===== src/rtl/rv32_dmem_lsu.sv =====
// ---------------------------------------------------------------------------
// rv32_dmem_lsu
// Load/store unit between an RV32 pipeline and a single-port-style data
// memory with separate read/write word addresses and a one-cycle read
// latency. Handles byte/half/word loads (sign/zero extended) and stores;
// sub-word stores are done as read-modify-write so other lanes survive.
//
// Ports
//   clock, rst_n            : clock, asynchronous active-low reset
//   req_valid / req_ready   : request handshake (ready only when idle)
//   req_we, req_size,
//   req_unsigned, req_addr,
//   req_wdata               : request fields, sampled at acceptance
//   rsp_valid, rsp_err,
//   rsp_rdata               : one-cycle completion pulse with status/data
//   dmem_rdaddress,
//   dmem_wraddress          : memory word addresses (registered)
//   dmem_wren, dmem_data    : memory write strobe and write word
//   dmem_q                  : memory read word, one clock after address
// ---------------------------------------------------------------------------
module rv32_dmem_lsu #(
  parameter int DMEM_ADDR_W = 13
) (
  input  logic                   clock,
  input  logic                   rst_n,
  input  logic                   req_valid,
  output logic                   req_ready,
  input  logic                   req_we,
  input  logic [1:0]             req_size,
  input  logic                   req_unsigned,
  input  logic [31:0]            req_addr,
  input  logic [31:0]            req_wdata,
  output logic                   rsp_valid,
  output logic                   rsp_err,
  output logic [31:0]            rsp_rdata,
  output logic [DMEM_ADDR_W-1:0] dmem_rdaddress,
  output logic [DMEM_ADDR_W-1:0] dmem_wraddress,
  output logic                   dmem_wren,
  output logic [31:0]            dmem_data,
  input  logic [31:0]            dmem_q
);

  typedef enum logic [1:0] {
    IDLE    = 2'd0,
    RD_ADDR = 2'd1,
    RD_DATA = 2'd2,
    WR      = 2'd3
  } state_e;

  state_e                 state_q;
  logic                   we_q;
  logic [1:0]             size_q;
  logic                   uns_q;
  logic [1:0]             off_q;
  logic [DMEM_ADDR_W-1:0] waddr_q;
  logic [31:0]            wdata_q;
  logic                   rsp_valid_q;
  logic                   rsp_err_q;
  logic [31:0]            rsp_rdata_q;
  logic                   dmem_wren_q;
  logic [31:0]            dmem_data_q;
  logic                   misaligned;

  // Address bits above the memory window wrap around and are deliberately dropped.
  logic unused_addr_hi;
  assign unused_addr_hi = ^req_addr[31:DMEM_ADDR_W+2];

  // Extract the addressed lane from a memory word and extend it to 32 bits.
  function automatic logic [31:0] load_extend(input logic [31:0] word,
                                              input logic [1:0]  size,
                                              input logic [1:0]  off,
                                              input logic        uns);
    logic [7:0]  b;
    logic [15:0] h;
    logic [31:0] r;
    case (off)
      2'b00:   b = word[7:0];
      2'b01:   b = word[15:8];
      2'b10:   b = word[23:16];
      2'b11:   b = word[31:24];
      default: b = 8'd0;
    endcase
    h = off[1] ? word[31:16] : word[15:0];
    case (size)
      2'b00:   r = uns ? {24'd0, b} : {{24{b[7]}}, b};
      2'b01:   r = uns ? {16'd0, h} : {{16{h[15]}}, h};
      2'b10:   r = word;
      default: r = 32'd0;
    endcase
    return r;
  endfunction

  // Insert the right-aligned store data into its lane of the old memory word.
  function automatic logic [31:0] store_merge(input logic [31:0] old,
                                              input logic [31:0] wdata,
                                              input logic [1:0]  size,
                                              input logic [1:0]  off);
    logic [31:0] r;
    r = old;
    case (size)
      2'b00: begin
        case (off)
          2'b00:   r[7:0]   = wdata[7:0];
          2'b01:   r[15:8]  = wdata[7:0];
          2'b10:   r[23:16] = wdata[7:0];
          2'b11:   r[31:24] = wdata[7:0];
          default: r = old;
        endcase
      end
      2'b01: begin
        if (off[1]) r[31:16] = wdata[15:0];
        else        r[15:0]  = wdata[15:0];
      end
      default: r = wdata;
    endcase
    return r;
  endfunction

  // Alignment check on the incoming request (size 11 is always rejected).
  always_comb begin
    case (req_size)
      2'b00:   misaligned = 1'b0;
      2'b01:   misaligned = req_addr[0];
      2'b10:   misaligned = (req_addr[1:0] != 2'b00);
      default: misaligned = 1'b1;
    endcase
  end

  // Request sequencer: accepts in IDLE, walks the memory access, issues the response.
  always_ff @(posedge clock or negedge rst_n) begin
    if (!rst_n) begin
      state_q     <= IDLE;
      we_q        <= 1'b0;
      size_q      <= 2'b00;
      uns_q       <= 1'b0;
      off_q       <= 2'b00;
      waddr_q     <= '0;
      wdata_q     <= 32'd0;
      rsp_valid_q <= 1'b0;
      rsp_err_q   <= 1'b0;
      rsp_rdata_q <= 32'd0;
      dmem_wren_q <= 1'b0;
      dmem_data_q <= 32'd0;
    end else begin
      rsp_valid_q <= 1'b0;
      dmem_wren_q <= 1'b0;
      case (state_q)
        IDLE: begin
          if (req_valid) begin
            we_q    <= req_we;
            size_q  <= req_size;
            uns_q   <= req_unsigned;
            off_q   <= req_addr[1:0];
            waddr_q <= req_addr[DMEM_ADDR_W+1:2];
            wdata_q <= req_wdata;
            if (misaligned) begin
              rsp_valid_q <= 1'b1;
              rsp_err_q   <= 1'b1;
              rsp_rdata_q <= 32'd0;
            end else if (req_we && (req_size == 2'b10)) begin
              // Full-word store needs no read: write straight away.
              dmem_data_q <= req_wdata;
              dmem_wren_q <= 1'b1;
              state_q     <= WR;
            end else begin
              state_q <= RD_ADDR;
            end
          end else begin
            state_q <= IDLE;
          end
        end
        RD_ADDR: state_q <= RD_DATA;
        RD_DATA: begin
          if (we_q) begin
            dmem_data_q <= store_merge(dmem_q, wdata_q, size_q, off_q);
            dmem_wren_q <= 1'b1;
            state_q     <= WR;
          end else begin
            rsp_valid_q <= 1'b1;
            rsp_err_q   <= 1'b0;
            rsp_rdata_q <= load_extend(dmem_q, size_q, off_q, uns_q);
            state_q     <= IDLE;
          end
        end
        WR: begin
          rsp_valid_q <= 1'b1;
          rsp_err_q   <= 1'b0;
          rsp_rdata_q <= 32'd0;
          state_q     <= IDLE;
        end
        default: state_q <= IDLE;
      endcase
    end
  end

  assign req_ready      = (state_q == IDLE);
  assign rsp_valid      = rsp_valid_q;
  assign rsp_err        = rsp_err_q;
  assign rsp_rdata      = rsp_rdata_q;
  assign dmem_rdaddress = waddr_q;
  assign dmem_wraddress = waddr_q;
  assign dmem_wren      = dmem_wren_q;
  assign dmem_data      = dmem_data_q;

endmodule

===== config.mk =====
export PLATFORM = sky130hd
export DESIGN_NAME = rv32_dmem_lsu
export DESIGN_NICKNAME = d
export VERILOG_FILES = /design/src/rtl/rv32_dmem_lsu.sv
export SDC_FILE = /design/constraint.sdc
export NUM_CORES = 1
export LEC_CHECK = 0
export CORE_MARGIN = 2
export CORE_UTILIZATION = 50
export CTS_CLUSTER_SIZE = 25
export DETAILED_ROUTE_END_ITERATION = 10
export PLACE_DENSITY_LB_ADDON = 0.3
export SYNTH_ARGS = -nofsm -noshare
export SYNTH_HDL_FRONTEND = slang
export SYNTH_SLANG_ARGS = --single-unit

===== constraint.sdc =====
create_clock -name clock -period 3.2 [get_ports clock]
set_input_delay 0.32 -clock clock [delete_from_list [all_inputs] [get_ports clock]]
set_output_delay 0.32 -clock clock [all_outputs]
set_load 0.1 [all_outputs]

After elaboration in Yosys (flattened, before gate mapping)
Cells that the tools add are included.
W data, S select, Z words.
{"block": "totals", "ff_bits": 120, "input_bits": 103, "output_inout_bits": 94, "wordCells": 80}
{"block": "classes", "eq_ne": 17, "n_mux": 40, "n_reduce_logical": 11}
{"cell": "$mux W32", "n": 9}
{"cell": "$pmux W32 S3", "n": 2}
{"cell": "$pmux W32 S2", "n": 2}
{"cell": "$mux W16", "n": 3}
{"cell": "$mux W8", "n": 4}
{"cell": "$pmux W8 S4", "n": 1}
{"cell": "$eq A2 B2 Y1 const B", "n": 6}
{"cell": "$mux W1", "n": 10}
{"cell": "$pmux W1 S3", "n": 3}
{"cell": "$eq A2 B1 Y1 const B", "n": 4}
{"cell": "$logic_not A2 Y1", "n": 4}
{"cell": "$mux W2", "n": 4}
{"cell": "$ne A2 B2 Y1 const B", "n": 4}
{"cell": "$pmux W2 S4", "n": 1}
{"cell": "$reduce_and A5 Y1", "n": 1}
{"cell": "$ne A2 B1 Y1 const B", "n": 2}
{"cell": "$reduce_and A4 Y1", "n": 1}
{"cell": "$reduce_bool A2 Y1", "n": 2}
{"cell": "$ne A3 B3 Y1 const B", "n": 1}
{"cell": "$reduce_bool A3 Y1", "n": 1}
{"cell": "$pmux W1 S2", "n": 1}
{"cell": "$reduce_and A2 Y1", "n": 1}
{"cell": "$logic_and A1 B1 Y1", "n": 1}

Depth between registers and ports, before layout
{"block": "depth", "ltp_word": 6, "ltp_mapped": 9, "depth_no_buf": 5}

Worst setup path after synthesis
No wires, ideal clock.
{"block": "synth_timing", "kind": "register to register", "start": "register state_q[1]", "end": "register waddr_q[10] (netlist: dmem_rdaddress[10])", "setup_ns": 0.126, "arrival_ns": 2.993, "required_time_ns": 3.074, "setup_slack_ns": 0.081, "stages_incl_launch_ff": 7, "path_buffers": 3, "path_cell_list": "dfrtp_1 > buf_6 > nor2_1 > and2_1 > clkbuf_1 > clkbuf_1 > mux2_2"}
{"block": "synth_via", "elab_chain_len": 2}
{"element": "from (decl)", "line_no": "50", "text": "state_e state_q;"}
{"element": "from (signal assigned)", "line_no": "132", "text": "state_q <= IDLE;"}
{"element": "from (signal assigned)", "line_no": "164", "text": "state_q <= WR;"}
{"element": "from (signal assigned)", "line_no": "166", "text": "state_q <= RD_ADDR;"}
{"element": "$logic_not A2 Y1"}
{"element": "via req_ready", "line_no": "27", "text": "output logic req_ready,"}
{"element": "$reduce_and A2 Y1 (no line)"}
{"element": "to (signal assigned)", "line_no": "154", "text": "waddr_q <= req_addr[DMEM_ADDR_W+1:2];"}
{"element": "to (decl)", "line_no": "55", "text": "logic [DMEM_ADDR_W-1:0] waddr_q;"}
The timed path passes the listed nets, and every way through them passes these cells.
A chain may end at the register's enable or synchronous reset.

Final worst setup path
{"block": "layout_timing", "start": "register size_q[1]", "end": "register rsp_rdata_q[26] (netlist: rsp_rdata[26])"}
{"block": "layout_via", "elab_chain_len": 4}
{"element": "from (decl)", "line_no": "52", "text": "logic [1:0] size_q;"}
{"element": "from (signal assigned)", "line_no": "151", "text": "size_q <= req_size;"}
{"element": "$eq A2 B2 Y1 (tied with other cells)", "line_no": "84", "text": "case (size)"}
{"element": "$pmux W32 S3 *", "line_no": "84"}
{"element": "$mux W32 *", "line_no": "174", "text": "if (we_q) begin"}
{"element": "$pmux W32 S3 *", "line_no": "147", "text": "case (state_q)"}
{"element": "to (signal assigned)", "line_no": "181", "text": "rsp_rdata_q <= load_extend(dmem_q, size_q, off_q, uns_q);"}
{"element": "to (decl)", "line_no": "59", "text": "logic [31:0] rsp_rdata_q;"}
Mark *: on every way between the ends. The rest lies on a longest branch, timed or not. The select of a mux whose other input is x is not followed.

==> results.cfg <==
[worst_hold_path]
holdCritPathClass = in -> async

[critical_path]
crit_type = reg -> reg
end_kind = flip-flop
cp.required_ns = 3.55
worst_path_max_delay_cell = nor2_1
crit_path_start_kind = flip-flop
cpPeakStageDelay_ns = 1.01
sequence_of_cells_on_the_critical_path = a211o_1 -> nor2_1 -> a221o_1
worst_ep_arrival_time_ns = 3.02
max_fanout_on_critical_path = 23
crit-reg2reg-launch = size_q[1]$_DFFE_PN0P_
cp-startpoint = size_q[1]$_DFFE_PN0P_

[clocking]
cts.sink_count = 120
cts_setup_buffers = 0
clkLatencyLatePin_ns = 0.41
clk_path_buf_depth = 2
cts_tree = built
clk_transition_reported_paths_ns = 0.06
h_tree_lvl_count = 4
post_cts.resized_instances = 0
cts-buffers-inserted = 17
cts_hold_buffers = 0
clock-root-buffer = clkbuf_16

[drt]
detailroute.via_count = 5433
number_of_nets_with_antenna_violations_after_routing = 0
routed_wl_mm = 18.24
dr.max_layer_used = met4
dr_wl_met3_mm = 1.835
wl_met1_mm = 7.169
post_drt_wl_per_cell_um = 21.56
drt_pass_1_iters = 7
post_drt_via_cell_ratio = 6.422
post-route-drc-count = 0
wl_met2_mm = 8.654
drt_iter0_drc = 505

[timing]
timing_hold_violations_final = 29
final_cycle_utilization_of_the_critical_path_pct = 83.51
rsz0062_at_grt = false
timing.final.max_slew_violations = 0
fin_setup_tns_ns = 0
layout_min_cycle_time_ns = 2.672
hold_ws_ns = -0.05454
worst_slew_pin_slew_ns = 1.291
relSlewSlack_pct = 13.93
achievable-frequency_ghz = 0.3742
final.setup_skew_ns = 0.009173
finalSetupViolCount = 0

[run]
cap_viol_max_count = 0

[logic_synthesis]
synthesis.yosys.warnings = 0
synth_top_flop_cell = dfrtp_1
synth_nets = 643
ys_ff_latch = 120
synth_sequential_area_ratio_pct = 50.72
mappedNetlistArea_um2 = 5921
synthDistinctLibCells = 48
synth-async-reset-ratio_pct = 100.0
avgSynthCellArea_um2 = 10.96
netlist_instances = 540
synth-edff-count = 0

[final_layout]
multi_input_area_um2 = 2567
filler_cell_count = 775
layout.core_utilization_pct = 72.22
final_area_um2 = 8282
share_of_layout_cells_above_drive_strength_1_pct = 15.22
seqCellArea_um2 = 3003
num_antenna_cells = 0
most_common_cell_after_layout_fill_and_taps_aside = clkdlybuf4s50_1
final_nets = 793
area.growth.synth_to_final_pct = 39.88
most-common-layout-cells = clkdlybuf4s50_1, dfrtp_1, mux2_2

[place]
input_output_buffers = 179
place.gp.congestion = 0.9128
dpl-instance-area_um2 = 7697
dp.final_hpwl_mm = 12.73

[floorplanning]
die_height_um = 112.8
cell_row_count = 39
chipWidth_um = 112.8
total_die_area_um2 = 12730
ios = 197
core_um2 = 11470
initial_standard_cell_utilization_of_the_core_pct = 51.63

[grt]
grt_pass1_vias = 5337
combined_global_route_utilization_of_all_metal_layers_pct = 28.39
grt-ovfl-total = 0
antenna_found_initial = 0
wire_length_of_the_first_global_routing_pass_mm = 28.24
grt_max_degree = 121

[run_status]
failed_checks = negative hold slack
outcome = finished, violations left
-- sequential cells by signal, indices dropped and copies added, names as in the netlist --
name,cells
dmem_data,32
uns_q,1
off_q,2
rsp_valid,1
size_q,2
dmem_rdaddress,13
dmem_wren,1
rsp_err,1
wdata_q,32
state_q,2
we_q,1
rsp_rdata,32
-- worst max-delay path, delay by kind of cell, from the launching register on --
kind / cells / cell delay, ns
DFF: 1 / 0.67
AOI/OAI and AO/OA: 2 / 0.91
and+or+nand+nor: 1 / 1.01
-- through the flow --
step	cells	setup slack, ns
5_1_grt	846	0.4007
2_1_floorplan	540	0.08107
6_report	846	0.5277
4_1_cts	846	0.5967
3_3_place_gp	814	0.5780
3_5_place_dp	814	0.5073
-- area by class of cell --
| class | count | share of cell area, % |
|---|---|---|
| inverter | 14 | 0.6496 |
| multi-input combinational | 347 | 31.00 |
| clock buffer | 22 | 5.605 |
| sequential | 120 | 36.26 |
| timing repair buffer | 190 | 22.87 |
| tap | 143 | 2.160 |
| clock inverter | 10 | 1.450 |
-- Yosys cell counts, types with 2 or more instances --
cell type  number  share of area, %
nand2b_1        3              0.32
a221o_1        19               3.2
a22o_1          9               1.3
nor2b_1         6              0.63
nor3_1         10              0.85
a211oi_1        9               1.1
buf_6           4              0.76
or4_1           2              0.25
buf_4          13               1.6
a21oi_1        19               1.6
dfrtp_1       120                51
and3_1          2              0.21
a222oi_1        7               1.2
buf_2           3              0.25
a31oi_1         8              0.85
buf_1           5              0.32
clkbuf_1       34               2.2
a22oi_1         7              0.89
a311oi_1        8               1.2
o22ai_1        15               1.6
o21ai_0        36               3.0
nand3_1        16               1.4
nand2_1        16               1.0
a32oi_1         7               1.0
o2bb2ai_1       7               1.0
a211o_1        15               2.2
mux2i_1         9               1.5
mux2_2         55                10
nor4b_1        10               1.5
inv_1          12              0.76
o21bai_1        2              0.25
o31ai_1         2              0.25
nor2_1         35               2.2
-- logic make-up (layout without fill, tap and decap cells) --
kind of cell,count (synthesis),after routing,synth area share (%)
AO/OA/AOI/OAI,176,176,21.66
buffers and inverters,73,236,6.044
flip-flops,120,120,50.72
multiplexers,65,65,12.36
AND/OR/NAND/NOR,106,106,9.214
-- final timing paths --
kind	to	slack, ns	cells after the start
min	rsp_rdata[26]$_DFFE_PN0P_	-0.05	2
min reg2reg	rsp_rdata[13]$_DFFE_PN0P_	0.50	1
max	rsp_rdata[26]$_DFFE_PN0P_	0.53	3
max reg2reg	rsp_rdata[26]$_DFFE_PN0P_	0.53	3
min in group clock	rsp_rdata[13]$_DFFE_PN0P_	0.50	1
max in group asynchronous	wdata_q[25]$_DFFE_PN0P_	2.67	2
-- routing by layer --
metal,track usage (%),vias to the layer above
met5,0,-
met4,12.60,0
met3,7.017,48
met2,45.07,356
met1,37.19,2679
li1,-,2350
Power is not shown: default switching activity piles up to over one toggle a cycle in this logic, so the estimate is an artifact.
